`src/rtl/alu_status_reg.sv`:
```
// -----------------------------------------------------------------------------
// alu_status_reg
//   Registered output stage that sits right after the ALU and its flag logic.
//   A word is accepted through a valid/ready handshake. The stage stores the
//   ALU result and derives N and Z from it. It keeps the C and V flags only for
//   add and sub; for any other opcode they are stored as 0. The stored word is
//   held bit-stable until the consumer takes it. A sticky overflow flag records
//   any accepted overflow until software clears it.
//
// Optional feature (compile-time macro):
//   OVF_COUNT_EN  builds a saturating counter of accepted words with V=1.
//                 When the macro is undefined, ovf_count is tied to 0.
//
// Parameters:
//   size   data width of the ALU result
//   CNT_W  width of the overflow event counter
//
// Ports:
//   clk         rising-edge clock
//   rst         asynchronous, active-high reset
//   in_valid    ALU result and flags are present this cycle
//   in_ready    stage can accept a word (!out_valid | out_ready)
//   in_result   ALU result
//   in_alusel   ALU opcode (4'b0000 add, 4'b0001 sub)
//   in_c        carry/borrow from the ALU
//   in_v        overflow from the overflow-flag block
//   out_valid   registered word is held for the consumer
//   out_ready   consumer takes the word this cycle
//   out_result  registered result
//   out_n       sign of the registered result
//   out_z       registered result is zero
//   out_c       carry, gated to add/sub
//   out_v       overflow, gated to add/sub
//   sticky_v    set by any accepted V=1, held until clr_sticky
//   clr_sticky  synchronous clear of sticky_v and ovf_count
//   ovf_count   saturating count of accepted V=1 words
// -----------------------------------------------------------------------------
module alu_status_reg #(
  parameter int size  = 4,
  parameter int CNT_W = 8
) (
  input  logic             clk,
  input  logic             rst,
  input  logic             in_valid,
  output logic             in_ready,
  input  logic [size-1:0]  in_result,
  input  logic [3:0]       in_alusel,
  input  logic             in_c,
  input  logic             in_v,
  output logic             out_valid,
  input  logic             out_ready,
  output logic [size-1:0]  out_result,
  output logic             out_n,
  output logic             out_z,
  output logic             out_c,
  output logic             out_v,
  output logic             sticky_v,
  input  logic             clr_sticky,
  output logic [CNT_W-1:0] ovf_count
);

  typedef enum logic {
    EMPTY = 1'b0,
    FULL  = 1'b1
  } state_t;

  state_t state, state_nxt;

  logic accept;
  logic is_arith;
  logic gated_c;
  logic gated_v;

  // The stage is ready whenever the held word is absent or leaves this cycle.
  // This lets words pass back-to-back with no bubble.
  assign in_ready  = (state == EMPTY) | out_ready;
  assign out_valid = (state == FULL);
  assign accept    = in_valid & in_ready;

  // C and V only have meaning for add and sub. Other opcodes report 0.
  assign is_arith = (in_alusel == 4'b0000) | (in_alusel == 4'b0001);
  assign gated_c  = is_arith & in_c;
  assign gated_v  = is_arith & in_v;

  // NOTE: every variable assigned in always_comb gets a default first, so no
  // path through the block leaves it unassigned and no latch is inferred.
  always_comb begin
    state_nxt = state;
    case (state)
      EMPTY:   if (accept) state_nxt = FULL;
      FULL:    if (out_ready && !accept) state_nxt = EMPTY;
      default: state_nxt = EMPTY;
    endcase
  end

  // NOTE: sequential state uses non-blocking assignments. Every register then
  // samples values from before the edge, whatever order the blocks run in.
  always_ff @(posedge clk or posedge rst) begin
    if (rst) state <= EMPTY;
    else     state <= state_nxt;
  end

  // Captured word. It updates only on accept, so it stays bit-stable while the
  // consumer stalls. in_* is ignored when in_ready is low.
  always_ff @(posedge clk or posedge rst) begin
    if (rst) begin
      out_result <= '0;
      out_n      <= 1'b0;
      out_z      <= 1'b0;
      out_c      <= 1'b0;
      out_v      <= 1'b0;
    end else if (accept) begin
      out_result <= in_result;
      out_n      <= in_result[size-1];
      out_z      <= (in_result == {size{1'b0}});
      out_c      <= gated_c;
      out_v      <= gated_v;
    end
  end

  // A new overflow takes priority over a clear in the same cycle, so that
  // event is never lost.
  always_ff @(posedge clk or posedge rst) begin
    if (rst)                    sticky_v <= 1'b0;
    else if (accept && gated_v) sticky_v <= 1'b1;
    else if (clr_sticky)        sticky_v <= 1'b0;
  end

`ifdef OVF_COUNT_EN
  logic [CNT_W-1:0] ovf_cnt_q;

  // A clear together with an increment gives a count of 1. That is the
  // overflow that arrived in the clearing cycle.
  always_ff @(posedge clk or posedge rst) begin
    if (rst) begin
      ovf_cnt_q <= '0;
    end else if (clr_sticky) begin
      ovf_cnt_q <= (accept && gated_v) ? CNT_W'(1) : '0;
    end else if (accept && gated_v && (ovf_cnt_q != {CNT_W{1'b1}})) begin
      ovf_cnt_q <= ovf_cnt_q + CNT_W'(1);
    end
  end

  assign ovf_count = ovf_cnt_q;
`else
  assign ovf_count = '0;
`endif

endmodule
```
`config.mk`:
```
export PLATFORM = sky130hd
export DESIGN_NAME = alu_status_reg
export DESIGN_NICKNAME = d
export VERILOG_FILES = /design/src/rtl/alu_status_reg.sv
export SDC_FILE = /design/constraint.sdc
export NUM_CORES = 1
export LEC_CHECK = 0
export ABC_AREA = 1
export CAP_MARGIN = 0
export CELL_PAD_IN_SITES_DETAIL_PLACEMENT = 1
export CELL_PAD_IN_SITES_GLOBAL_PLACEMENT = 2
export CORE_ASPECT_RATIO = 1.4
export CORE_MARGIN = 2
export CORE_UTILIZATION = 20
export CTS_CLUSTER_SIZE = 12
export DETAILED_ROUTE_END_ITERATION = 8
export GPL_TIMING_DRIVEN = 1
export PLACE_DENSITY = 0.8
export SYNTH_ARGS = -nofsm -noshare
export SYNTH_HDL_FRONTEND = slang
export SYNTH_SLANG_ARGS = --single-unit
```
`constraint.sdc`:
```
create_clock -name clk -period 1.6 [get_ports clk]
set_input_delay 0.24 -clock clk [delete_from_list [all_inputs] [get_ports clk]]
set_output_delay 0.24 -clock clk [all_outputs]
set_load 0.01 [all_outputs]
```
==> results.yml <==
status:
  outcome: "finished, final reports clean"
logic_synthesis:
  yosysTopAreaCell: "dfrtp_1"
  synthCells: 56
  avgSynthCellArea_um2: 9.34
  synthesis.area_um2: 523
  synth_top_cells_by_area: "dfrtp_1, buf_4, o21ai_2, inv_1, nand2_2"
  yosysWarnings: 0
  ys_types: 12
  synth.top_cell.area_share: 0.431
  ys_seq_area_frac: 0.431
  yosys_register_bits: 9
die:
  num_io_pins: 34
  core_mm2: 0.00244
  rows: 21
  dieArea_mm2: 0.00305
  start_util: 0.214
  fp.dieW_um: 47.2
  die_y_um: 64.5
pwr:
  p_leak_nw: 0.384
  p_comb_frac: 0.272
  p_switching_w: 0.000159
  power.share.clock: 0.287
  max-vdd-ir-drop_mv: 0.281
  p_sw_frac: 0.270
  intPower_w: 0.000432
  seqPwrFrac: 0.441
  power_density_mw_per_mm2: 757
clock_tree:
  cts_sinks: 9
  post_cts_buffers: 0
  numCtsBuffers: 3
  clockBufferDepth: 2
  cts_tree: "built"
  clk_latency_ns: 0.25
  htree_levels: 1
  cts_root_buf: "clkbuf_4"
  clk_pin_slew_ns: 0.06
sta:
  fmax_mhz: 695
  rsz0062_at_grt: "no"
  fin_setup_tns_ns: 0
  skew_ns: 0.00209
  setup_ws_ns: 0.161
  drv_slew: 0
  fin_crit_sh: 0.900
  finalHoldViolCount: 0
  setup_viol: 0
  period_needed_ns: 1.44
setup_path:
  max_stage_delay_ns: 0.55
  path_buf_inv: 1
  cp.required_ns: 1.36
  path_delay_family: "buffers and inverters"
  critPathSlowestCell: "clkdlybuf4s50_1"
  end_kind: "output pin"
  critPathMaxFanout: 2
  crit_chain: "clkdlybuf4s50_1"
  crit_type: "flip-flop to output pin"
  critPathLaunchType: "flip-flop"
  worstPathArrival_ns: 1.20
placement:
  gp_congestion: 0.672
  place_hpwl_um: 849
  numPortBuffers: 24
  pre_cts_slack_ns: 0.0197
route:
  wire_per_inst_um: 8.88
  drt_wl_total_um: 1030
  first_pass_iters: 3
  drc: 0
  drt_iter0_markers: 1
  ant_nets: 0
  vias: 410
  viasPerCell: 3.53
final_layout:
  fillers: 302
  mostFrequentLayoutCell: "clkdlybuf4s50_1"
  final_cell_mix: "clkdlybuf4s50_1, inv_1, dfrtp_1"
  antennaDiodeCount: 0
  final_layout_size_suffix_gt1_frac: 0.232
  area_growth_pct: 49.3
  nNetsFinal: 98
global_routing:
  grt_usage: 0.0782
  grt_max_degree: 16
  overflow: 0
  grt_pass1_wl_um: 1710
  grt_pass1_vias: 408
  antenna_found_initial: 0
run:
  drv_cap: 0
worst_hold_path:
  hold_path.class: "input pin to async pin"
## stage by stage
stage               utilization  cells  hold slack (ns)  total power, W  instance area (µm²)
floorplan                     -     63           0.0679        0.000362                  549
global placement          0.308    112            0.469        0.000425                  752
detailed placement        0.308    112            0.476        0.000429                  752
CTS                       0.318    116            0.266        0.000604                  778
global route              0.320    116            0.297        0.000625                  781
finish                    0.320    116            0.263        0.000591                  781
## flip-flops by register name, indices dropped and copies added (netlist names)
register	flops
out_valid	1
out_z	1
sticky_v	1
out_c	1
out_v	1
out_result	4
## synthesized netlist by cell type
| master | number |
|---|---|
| nor2_1 | 2 |
| nand2_4 | 3 |
| conb_1 | 1 |
| buf_12 | 1 |
| o21ai_2 | 6 |
| o21ai_0 | 1 |
| buf_4 | 9 |
| nand3_1 | 2 |
| nand2_2 | 6 |
| dfrtp_1 | 9 |
| inv_1 | 10 |
| nand2_1 | 6 |
## worst register-to-register path: stages, from the launching register on
cell,delay [ns]
dfrtp_1,0.38
nand2_4,0.06
buf_4,0.13
nand2_4,0.19
inv_1,0.07
nand2_1,0.07
nand2_2,0.04
## final timing paths
kind / from / endpoint / slack, ns / cells after the start
setup / recovery: out_z / out_z / 0.16 / 1
hold / removal: rst / out_result[0] / 0.26 / 2
max in group asynchronous: rst / out_c / 1.07 / 2
hold reg to reg: out_v / out_v / 0.49 / 2
min in group clk: out_v / out_v / 0.49 / 2
setup reg to reg: out_valid / out_z / 0.55 / 6
## routing by layer
layer	vias to the layer above	track usage	wire length, µm
met1	188	0.0873	399
li1	202	-	-
met3	2	0.0251	82
met5	-	0	0
met2	18	0.125	536
met4	0	0.0417	12
## area by class of cell
type                    count  area (µm²)  area share
flip-flops and latches      9         225       0.288
inverters                  10        37.5      0.0481
well taps                  34        42.5      0.0545
multi-input cells          34         199       0.255
repair buffers             25         250       0.321
clock buffers               4        26.3      0.0337
## cell families after synthesis
kind of cell	synth area share
other cells	0.00717
flops	0.431
simple gates	0.213
compound gates	0.110
buf+inv	0.239
## repair_timing
item | CTS | global route
gates resized for setup | 0 | 1
hold buffers | 0 | 0
endpoints found under the setup margin | 0 | 1
## power by group through the flow
stage	sequential, W	combinational, W	clock, W
after floorplan	0.000274	0.0000880	0
after detailed placement	0.000265	0.000164	0
after CTS	0.000261	0.000164	0.000179
after global routing	0.000263	0.000177	0.000185
after global placement	0.000264	0.000161	0
final	0.000261	0.000161	0.000170
Power figures use the tool's default switching activity.
